`src/rtl/i2c_write_master_p.sv`:
```
// Write-only I2C master: START, 7-bit address + W, up to MAX_BYTES data bytes, STOP.
// Optional slave clock stretching is compiled in with `define I2C_CLKSTRETCH_EN.
module i2c_write_master_p #(
  parameter  int CLK_DIV   = 4,
  parameter  int MAX_BYTES = 4,
  localparam int LEN_W     = $clog2(MAX_BYTES + 1)
) (
  input  logic                   clk,
  input  logic                   reset,
  input  logic                   start,
  input  logic [6:0]             addr,
  input  logic [LEN_W-1:0]       len,
  input  logic [8*MAX_BYTES-1:0] data,
  input  logic                   sda_i,
  input  logic                   scl_i,
  output logic                   sda_oe,
  output logic                   scl_oe,
  output logic                   busy,
  output logic                   done,
  output logic                   nack
);

  typedef enum logic [2:0] {IDLE, START, ADDR, ACK_A, DATA, ACK_D, STOP} state_t;

  state_t                 state, state_nxt;
  logic [9:0]             qcnt;
  logic [1:0]             quarter;
  logic [2:0]             bit_cnt;
  logic [LEN_W-1:0]       byte_cnt;
  logic [LEN_W-1:0]       len_r;
  logic [6:0]             addr_r;
  logic [8*MAX_BYTES-1:0] data_r;
  logic [7:0]             shreg;
  logic                   ack_r;
  logic                   hold;
  logic                   q_last;
  logic                   slot_end;
  logic                   accept;

`ifdef I2C_CLKSTRETCH_EN
  // A slave holding SCL low while we have released it freezes the high half of the slot.
  assign hold = (state != IDLE) && quarter[1] && !scl_oe && !scl_i;
`else
  logic unused_scl_i;
  assign unused_scl_i = scl_i;
  assign hold         = 1'b0;
`endif

  assign q_last   = (qcnt == 10'(CLK_DIV - 1)) && !hold;
  assign slot_end = q_last && (quarter == 2'd3);
  // The done cycle is already IDLE, so it must be excluded explicitly.
  assign accept   = (state == IDLE) && start && !done;

  always_comb begin
    state_nxt = state;
    case (state)
      IDLE:  if (accept) state_nxt = START;
      START: if (slot_end) state_nxt = ADDR;
      ADDR:  if (slot_end && bit_cnt == 3'd7) state_nxt = ACK_A;
      ACK_A: if (slot_end) state_nxt = (ack_r || len_r == '0) ? STOP : DATA;
      DATA:  if (slot_end && bit_cnt == 3'd7) state_nxt = ACK_D;
      ACK_D: if (slot_end)
               state_nxt = (ack_r || byte_cnt == len_r - LEN_W'(1)) ? STOP : DATA;
      STOP:  if (slot_end) state_nxt = IDLE;
      default: state_nxt = IDLE;
    endcase
  end

  always_comb begin
    sda_oe = 1'b0;
    scl_oe = 1'b0;
    case (state)
      START: sda_oe = quarter[1];
      ADDR, DATA: begin
        scl_oe = ~quarter[1];
        sda_oe = ~shreg[7];
      end
      ACK_A, ACK_D: scl_oe = ~quarter[1];
      STOP: begin
        sda_oe = ~quarter[1];
        scl_oe = (quarter == 2'd0);
      end
      default: ;
    endcase
  end

  always_ff @(posedge clk) begin
    if (reset) begin
      state    <= IDLE;
      qcnt     <= '0;
      quarter  <= '0;
      bit_cnt  <= '0;
      byte_cnt <= '0;
      busy     <= 1'b0;
      done     <= 1'b0;
      nack     <= 1'b0;
    end else begin
      state <= state_nxt;
      done  <= 1'b0;
      if (state == IDLE) begin
        qcnt     <= '0;
        quarter  <= '0;
        bit_cnt  <= '0;
        byte_cnt <= '0;
        if (accept) begin
          busy <= 1'b1;
          nack <= 1'b0;
        end
      end else begin
        if (q_last) begin
          qcnt    <= '0;
          quarter <= quarter + 2'd1;
        end else if (!hold) begin
          qcnt <= qcnt + 10'd1;
        end
        if (slot_end) begin
          case (state)
            ADDR, DATA: bit_cnt <= bit_cnt + 3'd1;
            ACK_A: begin
              if (ack_r) nack <= 1'b1;
              byte_cnt <= '0;
            end
            ACK_D: begin
              if (ack_r) nack <= 1'b1;
              else       byte_cnt <= byte_cnt + LEN_W'(1);
            end
            STOP: begin
              busy <= 1'b0;
              done <= 1'b1;
            end
            default: ;
          endcase
        end
      end
    end
  end

  // Payload path: captured at accept, shifted out MSB-first, reloaded after each ACK slot.
  always_ff @(posedge clk) begin
    if (accept) begin
      addr_r <= addr;
      len_r  <= (len > LEN_W'(MAX_BYTES)) ? LEN_W'(MAX_BYTES) : len;
      data_r <= data;
    end
    if (q_last && quarter == 2'd2) ack_r <= sda_i;
    if (slot_end) begin
      case (state)
        START:      shreg <= {addr_r, 1'b0};
        ADDR, DATA: shreg <= {shreg[6:0], 1'b0};
        ACK_A, ACK_D: begin
          shreg  <= data_r[8*MAX_BYTES-1 -: 8];
          data_r <= data_r << 8;
        end
        default: ;
      endcase
    end
  end

endmodule
```
`config.mk`:
```
export PLATFORM = sky130hd
export DESIGN_NAME = i2c_write_master_p
export DESIGN_NICKNAME = d
export VERILOG_FILES = /design/src/rtl/i2c_write_master_p.sv
export SDC_FILE = /design/constraint.sdc
export NUM_CORES = 1
export LEC_CHECK = 0
export CORE_AREA = 2 2 78 95
export CTS_BUF_LIST = sky130_fd_sc_hd__clkbuf_8
export CTS_CLUSTER_SIZE = 30
export DETAILED_ROUTE_END_ITERATION = 10
export DIE_AREA = 0 0 80 97
export PLACE_DENSITY = 0.82
export SLEW_MARGIN = 20
export SYNTH_ARGS = -nofsm -noshare
export SYNTH_HDL_FRONTEND = slang
export SYNTH_SLANG_ARGS = --single-unit
```
`constraint.sdc`:
```
create_clock -name clk -period 2.1 [get_ports clk]
set_input_delay 0.21 -clock clk [delete_from_list [all_inputs] [get_ports clk]]
set_output_delay 0.21 -clock clk [all_outputs]
set_load 0.02 [all_outputs]
```
# == Word-level counts from Yosys, hierarchy flattened ==
# Cells that the tools add are included.
# word_totals
regBits,75
input_bits,47
# classes
addsub,5
magnitude_cmp,1
n_eq_ne,19
muxes,28
bitwise_logic,3
n_reduce_logical,29
# op_table
cell,n
32-bit 2-to-1 mux,3
3-bit 2-to-1 mux,8
8-bit case mux with 3 select lines,1
3-bit case mux with 7 select lines,1
"2-bit != test, second input constant",8
"3-bit == test, second input constant",4
"10-bit by 1-bit adder with 10-bit output, second input constant",1
"10-bit by 2-bit == test with 1-bit output, second input constant",1
1-bit 2-to-1 mux,10
2-bit nonzero test,5
7-bit AND reduction,1
"3-bit by 1-bit adder with 3-bit output, second input constant",2
"3-bit by 2-bit == test with 1-bit output, second input constant",2
3-bit zero test,2
3-bit case mux with 2 select lines,1
3-bit AND reduction,2
2-bit OR reduction,3
3-bit OR reduction,2
1-bit logical AND,5
"2-bit == test, second input constant",2
2-bit 2-to-1 mux,2
2-bit AND reduction,2
4-bit AND reduction,1
4-bit OR reduction,1
other kinds (12),15

# == Longest topological paths before layout ==
# Gate-level depths: netlist of run 1.
# depth
depth_word,6
depth_mapped,9
depth_no_buf,7

# == Worst setup path before layout of run 1 ==
# Ideal clock, no wire load.
# synth_path
kind,flip-flop to flip-flop
from,register qcnt[0]
to,"register shreg[0], enable pin"
setup_time_ps,383
arrival_time_ps,1594
required_ps,1717
setup_slack_ps,123
path_stages_with_launch,5
path_cell_list,dfxtp_1 ha_1 nor4bb_1 nand3_1 nor3_1
# synth_between
elab_chain_cells,3
# synth_rtl
item,line,rtl
"start, declared",26,logic [9:0] qcnt;
"start signal, assigned",114,qcnt <= qcnt + 10'd1;
10-bit by 2-bit == test with 1-bit output,49,assign q_last = (qcnt == 10'(CLK_DIV - 1)) && !hold;
1-bit logical AND,50,assign slot_end = q_last && (quarter == 2'd3);
2-bit AND reduction (no source line),-,
"end signal, assigned",148,"START: shreg <= {addr_r, 1'b0};"
"end signal, assigned",149,"ADDR, DATA: shreg <= {shreg[6:0], 1'b0};"
"end signal, assigned",151,shreg <= data_r[8*MAX_BYTES-1 -: 8];
"end, declared",33,logic [7:0] shreg;
# Every way passes these cells.
# A chain may end at the register's enable or synchronous reset.

# == Worst setup path after layout of run 1 ==
# layout_path
from,register quarter[1]
to,output scl_oe
# layout_between
elab_chain_cells,2
# layout_rtl
item,line,rtl
"start, declared",27,logic [1:0] quarter;
"start signal, assigned",112,quarter <= quarter + 2'd1;
2-bit zero test or 1-bit NOT (tied branches),"81, 75, 78",
1-bit case mux with 2 select lines (*),72,case (state)
"end, declared",17,"output logic scl_oe,"
# Every way passes the cells marked *; elsewhere a longest branch is shown, timed or not.

==> reports/metrics.csv, run 1 <==
metric,value,unit
Top Ports,52,
Total GRT Usage,18.4,%
initial antenna violation count,0,
clock sinks,75,
DIE AREA,0.00776,mm2
Synth top cells by count,"nand2_1 (57), dfxtp_1 (56), mux2i_1 (34)",
"CTS clk-pin slew, worst paths",0.08,ns
Synth area leaders,"dfxtp_1 (33%), edfxtp_1 (17%), mux2i_1 (10%), nand2_1 (6.3%), o21ai_0 (4.9%)",
share of post-route cells with drive strength above 1,10.1,%
most area-hungry cell type in the Yosys netlist,dfxtp_1,
final slew viol count,0,
Die Wd,80,um
sequential share of the synthesized area,50.1,%
cts hold-fix bufs,0,
Syn Nets,403,
Initial DRT Pass Iterations,4,
final routed DRC violation total,0,
Area growth syn-to-layout,23.9,%
Worst-Margin Slew,0.377,ns
# diodes,0,
Initial Util,49.8,%
number of global-route vias before repair,2528,
worst hold start,data[5],
crit path DAT,1.73,ns
Pleak,1.57,nW
IO buf count,50,
Internal,3.15,mW
Synth Area per Inst,9.72,um2
critical path type,reg -> out,
post-synthesis cell count,347,
Max VDD drop,0.490,mV
final core occ,61.7,%
largest net degree at the start of global routing,57,
Final setup viols,0,
1st-iter DRT viols,127,
FILL cells,584,
worst hold slack,0.409,ns
reg2reg setup slack,0.21,ns
status,"complete, no violations",
fmax,0.516,GHz
Tcrit/Tclk final,92.2,%
Hold Crit Class,in -> reg,
final setup TNS,0,ns
CTS Root Cell,clkbuf_8,
routability cong.,0.840,
Critical Path RT,1.89,ns
CTS tree,yes,
Netlist cell types,44,
MaxCap Viol Count,0,
Critical Path Start Type,flip-flop,
"Hold Vio Cnt, Final",0,
PwrDens,1080,mW/mm2
post-synth top area share,33.2,%
synth warn,0,
sequential power share,47.7,%
"count leader, synth",nand2_1,
crit path max fanout,6,
Avg WL per Cell,13.7,um
drt via density,5.13,
relative slew slack,74.7,%
Setup crit end kind,output port,
DP Wirelength,4890,um
CTS Buf Count,9,
CTS Buffer Depth,2,
antenna-violating nets left,0,
Netlist Area Pre-Place,0.00337,mm2
clock latency on the worst-skew pair,0.35,ns
number of synthesized flops with an enable pin,19,
H-Tree Depth,3,
Hold Crit Endpoint,data_r[5],
Site Rows,33,
Final Critical Period,1.94,ns
total number of vias,2521,
Core Region,0.00677,mm2
Post-synth top flop,dfxtp_1,
Reg-to-Reg End,data_r[8],
Clk network pwr share,24.6,%
RSZ-0062 raised after global routing,no,
Synth Register Bits,75,
Sw Ratio,30.6,%
number of cells on the worst reg-to-reg path,6,
part of the power in combinational logic,27.7,%
Async SR Flop Fraction,0,%
Final Skew,0.0106,ns
reg-to-reg critical path startpoint,qcnt[0],
total wire length,6730,um
final net count,455,
first-pass GRT wire length,11200,um
GRT overflow,0,
switching power,1.38,mW
worst hold path cell count,3,
Die Ht,97,um
through the flow:
stage / setup WS, ns / power [mW] / cell area [um2] / instances
after floorplan: 0.123 / 3.06 / 3370 / 347
after global placement: 0.269 / 3.40 / 3970 / 474
after detailed placement: 0.218 / 3.47 / 3970 / 474
after CTS: 0.136 / 4.58 / 4170 / 490
after global routing: 0.0278 / 4.84 / 4180 / 491
final: 0.163 / 4.53 / 4180 / 491
final cells by class:
type / count / area (um2) / share of cell area (%)
clock inverter: 5 / 52.6 / 1.26
clock buffer: 11 / 151 / 3.62
inverter: 9 / 33.8 / 0.808
multi-input combinational: 241 / 1520 / 36.4
timing repair buffer: 63 / 621 / 14.9
sequential: 75 / 1690 / 40.5
tap: 87 / 109 / 2.60
worst max-delay path by stage:
| stage | slack (ns) | start | cells after the start | to |
|---|---|---|---|---|
| global route | 0.03 | quarter[1] | 7 | scl_oe |
| floorplan | 0.12 | qcnt[0] | 4 | shreg[0] |
| detailed placement | 0.22 | qcnt[0] | 6 | state[0] |
| global placement | 0.27 | qcnt[0] | 6 | state[0] |
| finish | 0.16 | quarter[1] | 7 | scl_oe |
| CTS | 0.14 | quarter[1] | 7 | scl_oe |
power groups by stage:
| stage | logic [mW] | registers [mW] | clock network [mW] |
|---|---|---|---|
| 2_1_floorplan | 0.971 | 2.09 | 0 |
| 3_3_place_gp | 1.22 | 2.18 | 0 |
| 3_5_place_dp | 1.27 | 2.20 | 0 |
| 4_1_cts | 1.27 | 2.17 | 1.14 |
| 5_1_grt | 1.42 | 2.21 | 1.21 |
| 6_report | 1.25 | 2.16 | 1.12 |
critical path: stages, from the launching register on:
cell,delay [ns]
dfxtp_1,0.44
inv_1,0.10
ha_1,0.19
nand3b_1,0.08
o21ai_0,0.07
nand2_1,0.07
o21ai_0,0.09
dlygate4sd2_1,0.35
what timing repair did:
action / in CTS / in global routing
setup endpoints to repair: 2 / 1
resized for setup: 2 / 0
pin swaps: 0 / 1
buffers inserted: 0 / 1
cell families (layout without fill, tap and decap cells):
logic type / count (synthesis) / count (layout) / synth area share [%]
multiplexers: 34 / 34 / 10.1
adder cells (fa/ha/maj): 9 / 9 / 3.34
XOR/XNOR: 15 / 15 / 4.12
AND/OR/NAND/NOR: 117 / 117 / 16.8
buffers and inverters: 31 / 88 / 4.82
AO/OA/AOI/OAI: 66 / 66 / 10.6
flip-flops: 75 / 75 / 50.1
layer usage:
layer	part of all wire [%]	track usage, %
met2	52	31.6
met5	0	0
met1	43	21.7
met3	4.1	4.57
met4	1.2	7.17
sequential cells by signal (all words and copies together) (netlist names):
name	flops
ack_r	1
addr_r	7
bit_cnt	3
busy	1
byte_cnt	3
data_r	32
done	1
len_r	3
nack	1
qcnt	10
quarter	2
shreg	8
state	3
layout by cell type, fill, tap and decap left out, drive strengths merged:
master,count
nor4,3
or3,1
a211oi,2
nand4,1
clkdlybuf4s50,48
o211ai,1
edfxtp,19
mux2i,34
xor2,4
a21oi,21
nand3b,2
or2,4
ha,9
o21ai,37
o22ai,1
nor3b,3
nand3,4
o32ai,1
nor2b,3
nor3,4
dlygate4sd2,2
nor4b,1
inv,10
clkinv,3
clkbuf,11
buf,13
and4,1
and3,6
bufinv,1
xnor2,11
nand2,58
a32oi,1
nor2,21
o31ai,1
a2111oi,1
nor4bb,1
dfxtp,56
and2,4
(Power assumes the default switching activity.)
==> run 2, diff against run 1 <==
Settings changed: CAP_MARGIN set to 40.
==> results of run 2 <==
Same layout as run 1: the final DEF is identical, and so are final timing and power.
